[config.mk]
export PLATFORM = sky130hd
export DESIGN_NAME = fetch_ctrl_flat
export DESIGN_NICKNAME = d
export VERILOG_FILES = /design/src/rtl/cpu_pkg.sv /design/src/rtl/fetch_ctrl_if.sv /design/src/rtl/fetch_skid_q.sv /design/src/rtl/fetch_ctrl.sv /design/src/flat_wrapper.sv
export SDC_FILE = /design/constraint.sdc
export NUM_CORES = 1
export LEC_CHECK = 0
export CORE_MARGIN = 3
export CORE_UTILIZATION = 49
export DETAILED_ROUTE_END_ITERATION = 6
export GPL_TIMING_DRIVEN = 0
export PLACE_DENSITY = 0.77
export REMOVE_ABC_BUFFERS = 1
export SLEW_MARGIN = 25
export SYNTH_ARGS = -nofsm -noshare
export SYNTH_HDL_FRONTEND = slang
export SYNTH_HIERARCHICAL = 1
export SYNTH_SLANG_ARGS = --single-unit
[constraint.sdc]
create_clock -name clk -period 3.2 [get_ports clk]
set_input_delay 0.48 -clock clk [delete_from_list [all_inputs] [get_ports clk]]
set_output_delay 0.48 -clock clk [all_outputs]
set_load 0.05 [all_outputs]
[src/rtl/cpu_pkg.sv]
// cpu_pkg: shared fetch-path constants, FSM states and the fetch queue record
package cpu_pkg;
  localparam int PC_W = 32;
  localparam logic [PC_W-1:0] RESET_PC = '0;
  localparam int INST_W = 32;
  localparam int ADDR_W = 6;
  localparam int ROM_LAT = 1;
  localparam int DEPTH = 2;
  typedef enum logic {IDLE, FETCH} fetch_state_t;
  typedef struct packed {
    logic [INST_W-1:0] inst;
    logic [PC_W-1:0]   pc;
  } fetch_entry_t;
endpackage

[src/rtl/fetch_ctrl_if.sv]
// fetch_ctrl_if: redirect, instruction ROM and decode handshake signals of the fetch stage
interface fetch_ctrl_if
  import cpu_pkg::*;
#(
  parameter int PC_W   = cpu_pkg::PC_W,
  parameter int ADDR_W = cpu_pkg::ADDR_W
);
  logic              redirect_valid;
  logic [PC_W-1:0]   redirect_pc;
  logic              rom_en;
  logic [ADDR_W-1:0] rom_addr;
  logic [INST_W-1:0] rom_data;
  logic              out_valid;
  logic              out_ready;
  logic [INST_W-1:0] out_inst;
  logic [PC_W-1:0]   out_pc;
  logic [PC_W-1:0]   out_pc4;
  logic              align_err;
  modport master (
    input  redirect_valid, redirect_pc, rom_data, out_ready,
    output rom_en, rom_addr, out_valid, out_inst, out_pc, out_pc4, align_err
  );
  modport slave (
    output redirect_valid, redirect_pc, rom_data, out_ready,
    input  rom_en, rom_addr, out_valid, out_inst, out_pc, out_pc4, align_err
  );
endinterface

[src/rtl/fetch_skid_q.sv]
// fetch_skid_q: 2-entry FIFO of fetched words; head always sits in mem[0]
module fetch_skid_q
  import cpu_pkg::*;
#(
  parameter int DEPTH = cpu_pkg::DEPTH
) (
  input  logic         clk,
  input  logic         rst,
  input  logic         push,
  input  logic         pop,
  input  logic         flush,
  input  fetch_entry_t din,
  output fetch_entry_t head,
  output logic [1:0]   count
);
  fetch_entry_t mem [2];
  logic [1:0] wp;
  assign wp = count - {1'b0, pop};
  assign head = mem[0];
  // shift on pop, write the incoming word into the first free slot after the shift
  always_ff @(posedge clk)
    if (!rst) begin
      count <= '0;
      mem[0] <= '0;
      mem[1] <= '0;
    end else begin
      count <= flush ? 2'd0 : count + {1'b0, push} - {1'b0, pop};
      mem[0] <= (push && wp == 2'd0) ? din : pop ? mem[1] : mem[0];
      mem[1] <= (push && wp == 2'd1) ? din : mem[1];
    end
  a_no_overflow: assert property (@(posedge clk) disable iff (!rst) !(push && !pop && count == 2'(DEPTH)));
  a_no_underflow: assert property (@(posedge clk) disable iff (!rst) !(pop && count == 2'd0));
endmodule

[src/rtl/fetch_ctrl.sv]
// fetch_ctrl: issues ROM reads, tags returning words with their PC and queues them for decode
module fetch_ctrl
  import cpu_pkg::*;
#(
  parameter int              PC_W     = cpu_pkg::PC_W,
  parameter logic [PC_W-1:0] RESET_PC = cpu_pkg::RESET_PC,
  parameter int              ADDR_W   = cpu_pkg::ADDR_W,
  parameter int              DEPTH    = cpu_pkg::DEPTH
) (
  input logic          clk,
  input logic          rst,
  fetch_ctrl_if.master bus
);
  fetch_state_t state, state_n;
  logic [PC_W-1:0] fetch_pc, fetch_pc_n, inflight_pc, inflight_pc_n;
  logic inflight, inflight_n, align_q, align_n;
  logic pop, push, issue, flush;
  logic [1:0] count;
  logic [2:0] occ;
  fetch_entry_t head, din;
  fetch_skid_q #(.DEPTH(DEPTH)) u_q (
    .clk   (clk),
    .rst   (rst),
    .push  (push),
    .pop   (pop),
    .flush (flush),
    .din   (din),
    .head  (head),
    .count (count)
  );
  assign bus.out_valid = count != 2'd0;
  assign pop = bus.out_valid & bus.out_ready;
  assign din = '{inst: bus.rom_data, pc: inflight_pc};
  assign bus.rom_en = issue;
  assign bus.rom_addr = fetch_pc[ADDR_W+1:2];
  assign bus.align_err = align_q;
  assign bus.out_inst = bus.out_valid ? head.inst : '0;
  assign bus.out_pc = bus.out_valid ? head.pc : '0;
  assign bus.out_pc4 = bus.out_valid ? head.pc + PC_W'(4) : '0;
  // state, PC and in-flight read registers
  always_ff @(posedge clk)
    if (!rst) begin
      state <= IDLE;
      fetch_pc <= RESET_PC;
      inflight <= 1'b0;
      inflight_pc <= '0;
      align_q <= 1'b0;
    end else begin
      state <= state_n;
      fetch_pc <= fetch_pc_n;
      inflight <= inflight_n;
      inflight_pc <= inflight_pc_n;
      align_q <= align_n;
    end
  // issue only while queued + in-flight words, net of this cycle's pop, leave a free slot
  always_comb begin
    state_n = FETCH;
    occ = {1'b0, count} + {2'b0, inflight} - {2'b0, pop};
    issue = state == FETCH && !bus.redirect_valid && occ < 3'd2;
    push = state == FETCH && inflight && !bus.redirect_valid;
    flush = state == FETCH && bus.redirect_valid;
    fetch_pc_n = bus.redirect_valid ? {bus.redirect_pc[PC_W-1:2], 2'b00} : issue ? fetch_pc + PC_W'(4) : fetch_pc;
    inflight_n = issue;
    inflight_pc_n = issue ? fetch_pc : inflight_pc;
    align_n = bus.redirect_valid && bus.redirect_pc[1:0] != 2'b00;
  end
endmodule

[src/flat_wrapper.sv]
// flat-port wrapper written by rule: the top's interface ports become plain ports
module fetch_ctrl_flat import cpu_pkg::*;
#(
  parameter int              PC_W     = cpu_pkg::PC_W,
  parameter logic [PC_W-1:0] RESET_PC = cpu_pkg::RESET_PC,
  parameter int              ADDR_W   = cpu_pkg::ADDR_W,
  parameter int              DEPTH    = cpu_pkg::DEPTH
)
  (clk, rst, bus_redirect_valid, bus_redirect_pc, bus_rom_data, bus_out_ready, bus_rom_en, bus_rom_addr, bus_out_valid, bus_out_inst, bus_out_pc, bus_out_pc4, bus_align_err);
  fetch_ctrl_if #(.PC_W(PC_W), .ADDR_W(ADDR_W)) bus_i ();
  input logic clk;
  input logic rst;
  input wire logic [$bits(bus_i.redirect_valid)-1:0] bus_redirect_valid;
  input wire logic [$bits(bus_i.redirect_pc)-1:0] bus_redirect_pc;
  input wire logic [$bits(bus_i.rom_data)-1:0] bus_rom_data;
  input wire logic [$bits(bus_i.out_ready)-1:0] bus_out_ready;
  output wire logic [$bits(bus_i.rom_en)-1:0] bus_rom_en;
  output wire logic [$bits(bus_i.rom_addr)-1:0] bus_rom_addr;
  output wire logic [$bits(bus_i.out_valid)-1:0] bus_out_valid;
  output wire logic [$bits(bus_i.out_inst)-1:0] bus_out_inst;
  output wire logic [$bits(bus_i.out_pc)-1:0] bus_out_pc;
  output wire logic [$bits(bus_i.out_pc4)-1:0] bus_out_pc4;
  output wire logic [$bits(bus_i.align_err)-1:0] bus_align_err;
  assign bus_i.redirect_valid = bus_redirect_valid;
  assign bus_i.redirect_pc = bus_redirect_pc;
  assign bus_i.rom_data = bus_rom_data;
  assign bus_i.out_ready = bus_out_ready;
  assign bus_rom_en = bus_i.rom_en;
  assign bus_rom_addr = bus_i.rom_addr;
  assign bus_out_valid = bus_i.out_valid;
  assign bus_out_inst = bus_i.out_inst;
  assign bus_out_pc = bus_i.out_pc;
  assign bus_out_pc4 = bus_i.out_pc4;
  assign bus_align_err = bus_i.align_err;
  fetch_ctrl #(.PC_W(PC_W), .RESET_PC(RESET_PC), .ADDR_W(ADDR_W), .DEPTH(DEPTH)) u_core (.clk(clk), .rst(rst), .bus(bus_i));
endmodule
* Word-level counts from Yosys, hierarchy flattened
Memory sizes are Yosys's and may differ from the RTL's. Index checks and enable logic that the tools add are counted.
Operators by class: order comparisons 1, add/subtract/negate cells 7, bitwise logic cells 4, reduce and logical (&&, ||, !) cells 15, mux-type cells 12, equal/unequal tests 1
Operators by type and width (number):
- $mux 64 | 5
- $mux 32 | 5
- $add 32x3->32 const B | 2
- $logic_and 1x1->1 | 8
- $reduce_bool 2->1 | 3
- $reduce_or 2->1 | 2
- $sub 2x1->2 | 2
- $add 2x1->3 | 1
- $lt 3x2->1 const B | 1
- $sub 3x1->3 | 1
- $add 2x1->2 | 1
- $eq 2x1->1 const B | 1
- $logic_not 2->1 | 1
- $mux 1 | 2
- $or 1x1->1 | 2
- $and 1x1->1 | 1
- $logic_not 1->1 | 1
- $not 1->1 | 1
Word-level totals: input port bits 68, word-level logic and storage cells 48, memories 1, register bits 69, memory bits (writable) 128
Memories:
- u_core.u_q.mem | depth 2, bits a word 64, read ports 2, clocked after Yosys merged registers in 0, wr ports 2, RTL line fetch_skid_q.sv:16 | fetch_entry_t mem [2];

* Longest topological paths before layout
depth after elaboration 7, gate-level depth with buffers 14, gate-level depth less buffers 12

* Cells and area by module
Netlist, hierarchy kept.
By module, submodules not included:
- fetch_skid_q | area each 6251.0 um2, cells an instance 631, seq. area each 2602.5 um2, instances 1
- fetch_ctrl | area each 4117.7 um2, cells an instance 575, seq. area each 1261.2 um2, instances 1

* Least setup slack after synthesis
Ideal clock, no wire load.
path kind register to output, start register u_core.u_q.count[1], end output port bus_rom_en, cell stages (with the launch flop) 13, setup slack -0.357 ns, required time 2.720 ns, arrival 3.077 ns, cells stage by stage dfxtp_1 -> nor2_1 -> inv_1 -> buf_1 -> and2_1 -> ha_1 -> nand2b_1 -> fa_1 -> xnor2_1 -> nand3_1 -> inv_1 -> clkbuf_1 -> buf_1
Between the ends: word-level cells in the longest chain between the ends 5, elaborated cells on any way between the ends 6, those cells by class add/sub: 2; order compare: 1; bitwise: 1; reduce/logical: 2
Ends and longest elaborated chain:
- from (decl) | RTL line fetch_skid_q.sv:14 | output logic [1:0] count
- from (signal assigned) | RTL line fetch_skid_q.sv:27 | count <= flush ? 2'd0 : count + {1'b0, push} - {1'b0, pop};
- $reduce_bool 2->1 | RTL line fetch_ctrl.sv:31 | assign bus.out_valid = count != 2'd0;
- $and 1x1->1 | RTL line fetch_ctrl.sv:32 | assign pop = bus.out_valid & bus.out_ready;
- named net u_core.pop | RTL line fetch_ctrl.sv:17 | logic pop, push, issue, flush;
- $sub 3x1->3 | RTL line fetch_ctrl.sv:58 | occ = {1'b0, count} + {2'b0, inflight} - {2'b0, pop};
- $lt 3x2->1 | RTL line fetch_ctrl.sv:59 | issue = state == FETCH && !bus.redirect_valid && occ < 3'd2;
- $logic_and 1x1->1 | RTL line fetch_ctrl.sv:59
- to (decl) | RTL line flat_wrapper.sv:17 | output wire logic [$bits(bus_i.rom_en)-1:0] bus_rom_en;
The timed path passes the listed nets, and every way through them passes these cells.

* Worst setup path after layout
start register u_core.u_q.count[0], end output port bus_rom_en
Same word-level chain as after synthesis.

==> summary.txt <==
Layout
  • Multi-input logic area: 0.00555 sq mm
  • Layout area overhead: 23.3%
  • Ant diodes: 0
  • Nets: 1372
  • Share of layout cells above drive strength 1: 13.8%
  • Core Util, Final: 62.4%
  • FF/Latch Area: 0.00387 sq mm
  • Layout fillers: 1782

Logic synthesis
  • Cells after Synth: 1206
  • Most frequent cell after synthesis: nand2_1
  • Synth cell count leaders: nand2_1, dfxtp_1, mux2i_1
  • Sequential cell area fraction in the yosys report: 37.3%
  • Top FF cell, synth: dfxtp_1
  • Post-synth EDFFs: 0
  • Mean Syn Cell Area: 8.60 sq um
  • Async set-reset flop share out of synthesis: 0%
  • Largest area contributor in the netlist: dfxtp_1
  • Top cell type's share of synthesized area: 37.3%
  • Register bit total from synthesis: 193
  • YS warnings: 6
  • Area of the mapped netlist: 0.0104 sq mm
  • Top post-synthesis cells by area: dfxtp_1, mux2i_1, nand2_1, mux2_2, buf_4
  • Count of different cell masters after synthesis: 52

Critical path
  • Crit start category: flop
  • CP Class: reg -> out
  • WP data required: 2.72 ns
  • Crit Path Max Fanout: 7
  • Crit path DAT: 2.70 ns
  • Crit. End Element: output port
  • CP Cell Sequence: nor2_4, buf_12, clkinv_16, and2_4, ha_4, nand2b_4, fa_2, xnor2_4, nand3_4, inv_8, buf_12, buf_12
  • CP dominant cell by count: buf_12
  • CP max-delay cell: fa_2
  • CP max stage delay: 0.38 ns

Timing
  • Period minus WS final: 3.18 ns
  • Pins Over Slew Limit: 0
  • Clk_skew: 0.0120 ns
  • Final Hold Viols: 0
  • Final setup viols: 0
  • Final cycle utilization of the critical path: 99.3%
  • Max Clock Freq: 315 MHz
  • Least-Margin Pin Slew: 0.984 ns
  • RSZ-0062 raised after global routing: true
  • Slew HR: 34.3%

Drt
  • Detail Route Antenna Nets: 0
  • Via density: 5.29
  • Initial DRC count: 402
  • Wire length per cell: 15.8 microns
  • Total routed wirelength: 25000 microns
  • Post-route DRC: 0
  • Vias: 8367
  • DR pass1 iterations: 5

Floorplanning
  • Core Rows: 52
  • Initial Util: 50.6%
  • Die area: 0.0229 sq mm
  • Die height: 151 microns
  • Die Wd: 151 microns
  • Top-level I/O count: 173
  • Core area: 0.0205 sq mm

Outcome
  • Status: complete, no violations

Clock tree
  • Max H-tree Level: 4
  • Worst-path clk slew: 0.08 ns
  • Clock latency on the worst-skew pair: 0.43 ns
  • Sinks on Clock Net: 193
  • CTS max path bufs: 2
  • CTS root buffer: clkbuf_16
  • CTS tree: done
  • CTS Buf Count: 17
  • Cts hold-fix bufs: 0

Pwr
  • Peak supply drop: 0.353 mV
  • Overall power: 5220 uW
  • P per Cell Area: 408 mW/mm^2
  • Pleak: 0.00463 uW

Global routing
  • Total track usage: 21.2%
  • Initial antenna violation count: 0
  • GRT overflow: 0
  • Largest net degree at the start of global routing: 118
  • Vias in the first global route: 7740
  • First-pass GRT wire length: 39600 microns

Job
  • Number of max-cap violations: 0

Place
  • Routability congestion estimate: 0.797
  • DPL Wire Length: 15900 microns
  • Port-buffer cells: 172

Worst hold path
  • Min-delay worst type: reg -> reg
## worst paths after layout
| path | start | endpoint | slack (ns) | cells after the start |
|---|---|---|---|---|
| setup reg to reg | u_core/u_q/count[0] | u_core/u_q/mem[0][102] | 0.11 | 14 |
| setup / recovery | u_core/u_q/count[0] | bus_rom_en | 0.02 | 12 |
| hold / removal | u_core/u_q/mem[0][69] | u_core/u_q/mem[0][69] | 0.45 | 2 |
| hold reg to reg | u_core/u_q/mem[0][69] | u_core/u_q/mem[0][69] | 0.45 | 2 |
## cell usage in the layout (no fill, tap or decap), drive strengths merged, types with 4 or more instances in the layout
master           n
clkbuf          21
mux2i          130
dfxtp          193
o22ai            7
nor2            43
bufbuf           5
nor4             4
nor3b            4
a31oi            4
dlygate4sd2     15
mux2            65
a22oi            8
xor2            28
nor3             7
nand2          280
ha               5
inv             18
clkinv           5
a32oi            6
buf             48
xnor2            9
and2            72
nor2b            7
o21ai           23
or3              6
nand4           20
and4             7
clkdlybuf4s50  147
a21oi           57
nand3           29
and3            11
## state kept, by name, indices dropped and copies added, names as in the netlist
signal and count:
u_core/inflight_pc 30, u_core/inflight 1, u_core/state 1, u_core/u_q/count 2, u_core/fetch_pc 30, u_core/bus.align_err 1
u_core/u_q/mem 128
## where the power goes
part	switching (uW)	internal, uW	total [uW]
clock	948	1200	2150
combinational	299	266	564
sequential	52.3	2450	2500
## area by class of cell
type                            count  area share, %
Timing Repair inverter              1         0.0881
Multi-Input combinational cell    851           43.4
Inverter                           14          0.675
Timing Repair Buffer              220           18.3
Clock inverter                     11          0.989
Tap cell                          270           2.64
Sequential cell                   193           30.3
Clock buffer                       21           3.60
## worst max-delay path: cells and delay by family (launching register included)
kind          cells  cell delay (ns)
xor+xnor          1             0.18
simple gates      4             0.57
buf+inv           5             0.54
flops             1             0.36
fa+ha+maj         2             0.59
## what timing repair did
item / 4_1_cts / 5_1_grt
pin swaps: 6 / 5
endpoints found under the setup margin: 228 / 62
gates resized for setup: 53 / 17
gates cloned: 8 / 1
setup buffers: 14 / 13
## cell families after synthesis
kind of cell,after synthesis,share of synthesized area [%]
other cells,1,0.0362
xor+xnor,37,3.20
mux,195,19.6
buf+inv,166,10.4
simple gates,494,22.3
compound gates,114,6.36
flops,193,37.3
fa+ha+maj,6,0.796
## layer usage
layer / GRT usage (%) / wire (microns) / vias to the layer above
li1: - / - / 4190
met1: 28.4 / 11500 / 3925
met2: 35.3 / 11800 / 223
met3: 3.51 / 1370 / 29
met4: 6.26 / 445 / 0
met5: 0 / 0 / -
## metrics by stage
step / std cells / hold WS [ns] / cell area [sq um] / TNS (ns) / setup slack (ns)
floorplan: 1055 / 0.431 / 9340 / -795.99 / -5.10
global placement: 1497 / 0.439 / 11400 / -1526.78 / -8.71
detailed placement: 1514 / 0.443 / 11700 / -127.42 / -2.35
CTS: 1568 / 0.457 / 12700 / -1.54 / -0.267
global route: 1581 / 0.474 / 12800 / -0.0905 / -0.0679
finish: 1581 / 0.453 / 12800 / 0 / 0.0230
Note: power is estimated with default switching activity, not from simulation.
